**src/rtl/cnt_pkg.sv**
```systemverilog
// Shared definitions for the counter run controller: FSM state type and
// default bus widths.
package cnt_pkg;

    localparam int CNT_WIDTH = 4;
    localparam int CNT_RUNW  = 8;

    typedef enum logic [1:0] {
        IDLE   = 2'd0,
        LOAD   = 2'd1,
        RUN    = 2'd2,
        REPORT = 2'd3
    } cnt_state_e;

endpackage

```
**src/rtl/cnt_if.sv**
```systemverilog
// Connection between the run controller and the up/down counter it drives.
interface cnt_if
    import cnt_pkg::*;
#(
    parameter int WIDTH = CNT_WIDTH
) ();

    logic             load_en;
    logic [WIDTH-1:0] load;
    logic             down;
    logic [WIDTH-1:0] count;
    logic             rollover;

    // Controller side drives the load/direction controls and observes the counter.
    modport master (
        output load_en,
        output load,
        output down,
        input  count,
        input  rollover
    );

    modport slave (
        input  load_en,
        input  load,
        input  down,
        output count,
        output rollover
    );

endinterface

```
**src/rtl/cnt_sat_tally.sv**
```systemverilog
// Saturating tally register with synchronous clear, used to count rollovers
// seen during a run.
module cnt_sat_tally
    import cnt_pkg::*;
#(
    parameter int RUNW = CNT_RUNW
) (
    input  logic            clk,
    input  logic            rst,
    input  logic            clr,
    input  logic            inc,
    output logic [RUNW-1:0] tally
);

    logic [RUNW-1:0] tally_reg;
    logic            at_max;

    assign at_max = &tally_reg;
    assign tally  = tally_reg;

    always_ff @(posedge clk) begin
        if (rst || clr) begin
            tally_reg <= '0;
        end else if (inc && !at_max) begin
            tally_reg <= tally_reg + 1'b1;
        end
    end

endmodule

```
**src/rtl/cnt_ctrl.sv**
```systemverilog
// Run controller: loads an external up/down counter, lets it free-run for N
// cycles while tallying rollovers, then reports the tally and final count.
module cnt_ctrl
    import cnt_pkg::*;
#(
    parameter int WIDTH = CNT_WIDTH,
    parameter int RUNW  = CNT_RUNW
) (
    input  logic             clk,
    input  logic             rst,
    input  logic             cmd_valid,
    output logic             cmd_ready,
    input  logic [WIDTH-1:0] cmd_load,
    input  logic             cmd_down,
    input  logic [RUNW-1:0]  cmd_cycles,
    output logic             done,
    output logic [RUNW-1:0]  roll_cnt,
    output logic [WIDTH-1:0] final_count,
    cnt_if.master            cnt
);

    cnt_state_e       state_reg;
    logic [WIDTH-1:0] load_reg;
    logic             down_reg;
    logic [RUNW-1:0]  cycles_reg;
    logic [RUNW-1:0]  run_reg;
    logic             load_en_reg;
    logic             done_reg;
    logic [WIDTH-1:0] final_reg;
    logic             tally_clr;
    logic             tally_inc;

    // Ready drops combinationally with rst so no command slips in during reset.
    assign cmd_ready = (state_reg == IDLE) && !rst;

    assign cnt.load_en  = load_en_reg;
    assign cnt.load     = load_reg;
    assign cnt.down     = down_reg;
    assign done         = done_reg;
    assign final_count  = final_reg;

    assign tally_clr = (state_reg == LOAD);
    assign tally_inc = (state_reg == RUN) && cnt.rollover;

    cnt_sat_tally #(
        .RUNW (RUNW)
    ) u_tally (
        .clk   (clk),
        .rst   (rst),
        .clr   (tally_clr),
        .inc   (tally_inc),
        .tally (roll_cnt)
    );

    always_ff @(posedge clk) begin
        if (rst) begin
            state_reg   <= IDLE;
            load_reg    <= '0;
            down_reg    <= 1'b0;
            cycles_reg  <= '0;
            run_reg     <= '0;
            load_en_reg <= 1'b0;
            done_reg    <= 1'b0;
            final_reg   <= '0;
        end else begin
            load_en_reg <= 1'b0;
            done_reg    <= 1'b0;
            case (state_reg)
                IDLE: begin
                    if (cmd_valid && cmd_ready) begin
                        load_reg    <= cmd_load;
                        down_reg    <= cmd_down;
                        cycles_reg  <= cmd_cycles;
                        load_en_reg <= 1'b1;
                        state_reg   <= LOAD;
                    end
                end
                LOAD: begin
                    run_reg <= cycles_reg;
                    if (cycles_reg == '0) begin
                        done_reg  <= 1'b1;
                        state_reg <= REPORT;
                    end else begin
                        state_reg <= RUN;
                    end
                end
                RUN: begin
                    // The last RUN cycle is the one where the counter still reads 1.
                    run_reg <= run_reg - 1'b1;
                    if (run_reg == RUNW'(1)) begin
                        done_reg  <= 1'b1;
                        state_reg <= REPORT;
                    end
                end
                REPORT: begin
                    final_reg <= cnt.count;
                    state_reg <= IDLE;
                end
                default: begin
                    state_reg <= IDLE;
                end
            endcase
        end
    end

endmodule
```
**src/flat_wrapper.sv**
```systemverilog
// flat-port wrapper written by rule: the top's interface ports become plain ports
module cnt_ctrl_flat import cnt_pkg::*;
#(
    parameter int WIDTH = CNT_WIDTH,
    parameter int RUNW  = CNT_RUNW
)
  (clk, rst, cmd_valid, cmd_ready, cmd_load, cmd_down, cmd_cycles, done, roll_cnt, final_count, cnt_load_en, cnt_load, cnt_down, cnt_count, cnt_rollover);
  cnt_if #(.WIDTH(WIDTH)) cnt_i ();
  input  logic clk;
  input  logic rst;
  input  logic cmd_valid;
  output logic cmd_ready;
  input  logic [WIDTH-1:0] cmd_load;
  input  logic cmd_down;
  input  logic [RUNW-1:0] cmd_cycles;
  output logic done;
  output logic [RUNW-1:0] roll_cnt;
  output logic [WIDTH-1:0] final_count;
  output wire logic [$bits(cnt_i.load_en)-1:0] cnt_load_en;
  output wire logic [$bits(cnt_i.load)-1:0] cnt_load;
  output wire logic [$bits(cnt_i.down)-1:0] cnt_down;
  input wire logic [$bits(cnt_i.count)-1:0] cnt_count;
  input wire logic [$bits(cnt_i.rollover)-1:0] cnt_rollover;
  assign cnt_load_en = cnt_i.load_en;
  assign cnt_load = cnt_i.load;
  assign cnt_down = cnt_i.down;
  assign cnt_i.count = cnt_count;
  assign cnt_i.rollover = cnt_rollover;
  cnt_ctrl #(.WIDTH(WIDTH), .RUNW(RUNW)) u_core (.clk(clk), .rst(rst), .cmd_valid(cmd_valid), .cmd_ready(cmd_ready), .cmd_load(cmd_load), .cmd_down(cmd_down), .cmd_cycles(cmd_cycles), .done(done), .roll_cnt(roll_cnt), .final_count(final_count), .cnt(cnt_i));
endmodule
```
**config.mk**
```make
export PLATFORM = sky130hd
export DESIGN_NAME = cnt_ctrl_flat
export DESIGN_NICKNAME = d
export VERILOG_FILES = /design/src/rtl/cnt_pkg.sv /design/src/rtl/cnt_if.sv /design/src/rtl/cnt_sat_tally.sv /design/src/rtl/cnt_ctrl.sv /design/src/flat_wrapper.sv
export SDC_FILE = /design/constraint.sdc
export NUM_CORES = 1
export LEC_CHECK = 0
export CORE_MARGIN = 10
export CORE_UTILIZATION = 43
export CTS_BUF_LIST = sky130_fd_sc_hd__clkbuf_2
export DETAILED_ROUTE_END_ITERATION = 10
export PLACE_DENSITY = 0.74
export SETUP_SLACK_MARGIN = 0.2
export SYNTH_ARGS = -nofsm -noshare
export SYNTH_HDL_FRONTEND = slang
export SYNTH_SLANG_ARGS = --single-unit
```
**constraint.sdc**
```tcl
create_clock -name clk -period 1.78 [get_ports clk]
set_clock_uncertainty 0.1 [all_clocks]
set_input_delay 0.178 -clock clk [delete_from_list [all_inputs] [get_ports clk]]
set_output_delay 0.178 -clock clk [all_outputs]
set_load 0.02 [all_outputs]
```
# After elaboration in Yosys (flattened, before gate mapping)

Cells that the tools add are included.

Register bits after elaboration: 37
Input port bits: 21
Output and inout port bits: 20
Logic and storage cells: 41

Add/sub/neg operators: 2
Eq/ne operators: 6
Mux-type cells: 9
Bitwise operators: 1
Reduce and logical (&&, ||, !) cells: 14

Operator list:

| operator              | number |
|---|---|
| $pmux W8 S2           | 1 |
| $add A8 B1 Y8 const B | 1 |
| $eq A8 B1 Y1 const B  | 1 |
| $logic_not A8 Y1      | 1 |
| $pmux W2 S4           | 1 |
| $reduce_and A8 Y1     | 1 |
| $sub A8 B1 Y8 const B | 1 |
| $eq A2 B2 Y1 const B  | 2 |
| $logic_and A1 B1 Y1   | 4 |
| $mux W1               | 4 |
| $mux W2               | 2 |
| $ne A2 B2 Y1 const B  | 2 |
| $reduce_and A2 Y1     | 2 |
| $eq A2 B1 Y1 const B  | 1 |
| $logic_not A1 Y1      | 2 |
| $logic_not A2 Y1      | 1 |
| $pmux W1 S2           | 1 |
| $reduce_bool A2 Y1    | 1 |
| $reduce_or A2 Y1      | 1 |
| $logic_or A1 B1 Y1    | 1 |
| $not A1 Y1            | 1 |

# Logic depth before layout (Yosys ltp)

Word-level depth: 5
Mapped depth: 8
Depth with buffers taken out: 7

# Hierarchy

A second synthesis with hierarchy kept.

Cells, all modules: 207
Area, all modules: 1810.5 µm²

Modules (own cells, without submodules):

| module        | times used | cells each | area each (µm²) |
|---|---|---|---|
| cnt_ctrl      | 1          | 163        | 1390.1 |
| cnt_sat_tally | 1          | 44         | 420.4 |

# Worst setup path before layout

OpenSTA, ideal clock, no wires.

Path type: reg2reg
From: register u_core.state_reg[0]
To: register u_core.state_reg[0]
Library setup time: 0.095 ns
Data arrival time: 1.571 ns
Data required time: 1.585 ns
Setup slack: 0.014 ns
Stages on the path, launching flop included: 7
Cell sequence: dfxtp_1 inv_1 ha_1 nor2b_1 nand2_1 a21o_1 a221oi_1

Cells in the longest elaborated chain, start to end: 5
Elaborated cells on any way between the ends: 10
Those cells by class: 5 x eq/ne; 1 x mux; 4 x reduce/logical

RTL lines:

| item                               | RTL line           | text |
|---|---|---|
| from (decl)                        | cnt_ctrl.sv:22     | `cnt_state_e state_reg;` |
| from (signal assigned)             | cnt_ctrl.sv:57     | `state_reg <= IDLE;` |
| from (signal assigned)             | cnt_ctrl.sv:75     | `state_reg <= LOAD;` |
| from (signal assigned)             | cnt_ctrl.sv:82     | `state_reg <= REPORT;` |
| $logic_not A2 Y1                   | cnt_ctrl.sv:34     | `assign cmd_ready = (state_reg == IDLE) && !rst;` |
| $logic_and A1 B1 Y1                | cnt_ctrl.sv:34     |  |
| named net cmd_ready                | flat_wrapper.sv:12 | `output logic cmd_ready;` |
| $logic_and A1 B1 Y1                | cnt_ctrl.sv:70     | `if (cmd_valid && cmd_ready) begin` |
| $ne A2 B2 Y1 (no source line)      | n/a                |  |
| $reduce_and A2 Y1 (no source line) | n/a                |  |

The timed path passes the listed nets, and every way through them passes these cells.
A chain may end at the register's enable or synchronous reset.

# Final worst setup path

From: register u_core.state_reg[0]
To: output port cmd_ready

Cells in the longest elaborated chain, start to end: 2

RTL lines:

| item                | RTL line |
|---|---|
| $logic_not A2 Y1    | cnt_ctrl.sv:34 |
| $logic_and A1 B1 Y1 | cnt_ctrl.sv:34 |
| to (decl)           | flat_wrapper.sv:12 |

Every way passes these cells.

==> impl_metrics.json <==
{
  "final_util": 0.6093,
  "ys.flop_type": "dfxtp_1",
  "syn2layout_area_growth_pct": 36.70,
  "path_delay_family": "flip-flops",
  "synth_edf_count": 0,
  "grt-ovfl-total": 0,
  "min_period_over_period": 0.8645,
  "num_vias": 1580,
  "cp_max_fo": 4,
  "drv_cap": 0,
  "slowest_stage": "dfxtp_2",
  "dr.pass1.iters": 4,
  "peakVddDrop_uv": 850.6,
  "cpPeakStageDelay_ps": 380,
  "drc": 0,
  "clk_pin_slew_ps": 200,
  "antenna_found_initial": 0,
  "cp.required_ps": 1500,
  "grt_pass1_vias": 1572,
  "coreArea_um2": 4000,
  "synthAdderAreaFrac": 0.05614,
  "swShare": 0.3829,
  "die_h_um": 84.39,
  "dp_hpwl_um": 3072,
  "clock-root-buffer": "clkbuf_2",
  "muxShareOfSynthArea": 0.04491,
  "netlist_area_um2": 1783,
  "max_freq_ghz": 0.6499,
  "cts_buffers": 5,
  "clock_path_buffers": 2,
  "mostFrequentLayoutCells": "dfxtp_1 (29), clkdlybuf4s50_1 (20), o21ai_0 (19), dlygate4sd2_1 (19)",
  "htree_levels": 2,
  "synth_nets": 229,
  "synth_compound_area_frac": 0.1642,
  "slew_violations": 0,
  "seq_power_share": 0.358,
  "drt_iter0_drc": 146,
  "fin_crit_ps": 1539,
  "nets": 281,
  "synthSimpleGateAreaFrac": 0.2274,
  "end_kind": "output port",
  "wl_per_cell_um": 14.09,
  "async_flop_share": 0,
  "dieWidth_um": 84.39,
  "synthXorXnorAreaFrac": 0.02947,
  "synth_seq_area_share": 0.4154,
  "setup_viol": 0,
  "cts_tree": "built",
  "finalSetupTns_ps": 0,
  "routed_via_density": 5.215,
  "dp.cells": 288,
  "intPower_uw": 1940,
  "start_kind": "flip-flop",
  "final_common_cell": "dfxtp_1",
  "grt_util_met2": 0.1895,
  "crit_path_cell_trace": "inv_4 -> ha_4 -> nor2b_4 -> buf_6",
  "gr-usage-met1": 0.1418,
  "holdWs_ps": 208.4,
  "drive_above_1_share": 0.2055,
  "worst_pin_slew_ps": 316.2,
  "grt_use_met3": 0.05217,
  "dieArea_um2": 7122,
  "rsz0062_at_grt": "yes",
  "top_level_ports": 41,
  "synth_top_family_by_area": "simple AND/OR/NAND/NOR gates",
  "power_leakage_uw": 0.0009947,
  "power_frac_clock": 0.169,
  "grt_pass1_wl_um": 7293,
  "instances_no_fill": 303,
  "p_sw_uw": 1204,
  "critPathBufInv": 2,
  "synth_cell_types": 44,
  "relSlewSlack": 0.7872,
  "fillCellCount": 362,
  "diodes": 0,
  "port_buffers": 40,
  "crit_type": "flip-flop to output port",
  "clk_latency_ps": 400,
  "yosys_warnings": 0,
  "hold_class": "input port to flip-flop",
  "gr-usage-all-layers": 0.1181,
  "grt_max_degree": 30,
  "ctsHoldBuffers": 0,
  "start_util": 0.4457,
  "ant_nets": 0,
  "status": "finished clean",
  "synthCells": 200,
  "ys_ff_latch": 37,
  "power.density_nw_per_um2": 1290,
  "combinationalPowerShare": 0.473,
  "busiest_layer": "met2",
  "clock-sinks": 37,
  "arrival_ps": 1260,
  "row_count": 23,
  "wl_um": 4270,
  "syn_area_per_cell_um2": 8.915,
  "hold_viol": 0,
  "gp_congestion": 0.8275
}
## path summary, 6_finish.rpt
path,cells past startpoint,startpoint,slack [ps],to
worst max-delay path,4,u_core.state_reg[0],240,cmd_ready
worst min register to register,2,u_core.cnt.load[2],380,u_core.cnt.load[2]
worst min-delay path,3,cmd_load[0],210,u_core.cnt.load[0]
worst max register to register,7,u_core.state_reg[1],240,u_core.run_reg[6]
## Yosys cell counts, drive strengths merged (2+ instances only)
master	count	area, µm²
dfxtp	37	740.7
o21ai	22	113.9
nand2b	18	112.6
nor2	18	67.56
nand2	17	63.81
a21oi	8	40.04
ha	8	100.1
mux2i	8	80.08
inv	7	26.28
a211oi	6	50.05
buf	6	40.04
xor2	6	52.55
nand3	5	25.02
clkbuf	4	45.04
nor3	3	15.01
and3	2	12.51
nand4	2	12.51
nor2b	2	12.51
o211ai	2	15.01
## power groups by stage
stage	Combinational [µW]	Sequential (µW)	Clock, µW
3_3_place_gp	1190	1120	0
5_1_grt	1640	1140	580
4_1_cts	1290	1100	544
2_1_floorplan	843	1140	0
6_report	1490	1120	533
3_5_place_dp	1220	1120	0
## through the flow
step	power (µW)	instance area [µm²]	setup slack [ps]
3_3_place_gp	2305	2243	130.7
6_report	3144	2437	241.2
5_1_grt	3360	2437	156.6
4_1_cts	2935	2341	40.14
3_5_place_dp	2340	2243	85.02
2_1_floorplan	1982	1793	228.2
## worst min-delay path, cell delays in order
cell             delay [ps]
clkdlybuf4s50_1         400
nand2_1                  50
o21ai_0                  60
## metal layers
| metal | routed length, µm | vias to the layer above |
|---|---|---|
| li1 | - | 796 |
| met5 | 0 | - |
| met3 | 410 | 9 |
| met4 | 40 | 0 |
| met1 | 1865 | 724 |
| met2 | 1954 | 51 |
## timing repair
action,CTS,global route
resized for setup,30,22
pin swaps,0,5
setup endpoints to repair,36,19
buffers inserted,4,3
cloned,0,0
## layout make-up
cell class	instances	area (µm²)	area share
Clock inverter	3	41.29	0.01694
Sequential cell	37	755.7	0.3101
Tap cell	50	62.56	0.02567
Timing Repair Buffer	55	503.0	0.2064
Inverter	7	28.78	0.01181
Clock buffer	5	25.02	0.01027
Multi-Input combinational cell	146	1021	0.4189
## kinds of logic (layout without fill, tap and decap cells)
logic type,Yosys count,in the layout
buffers and inverters,17,70
adder cells (fa/ha/maj),8,8
XOR/XNOR,6,6
multiplexers,8,8
AND/OR/NAND/NOR,77,77
AO/OA/AOI/OAI,47,47
flip-flops,37,37
Note: power is estimated with default switching activity, not from simulation.
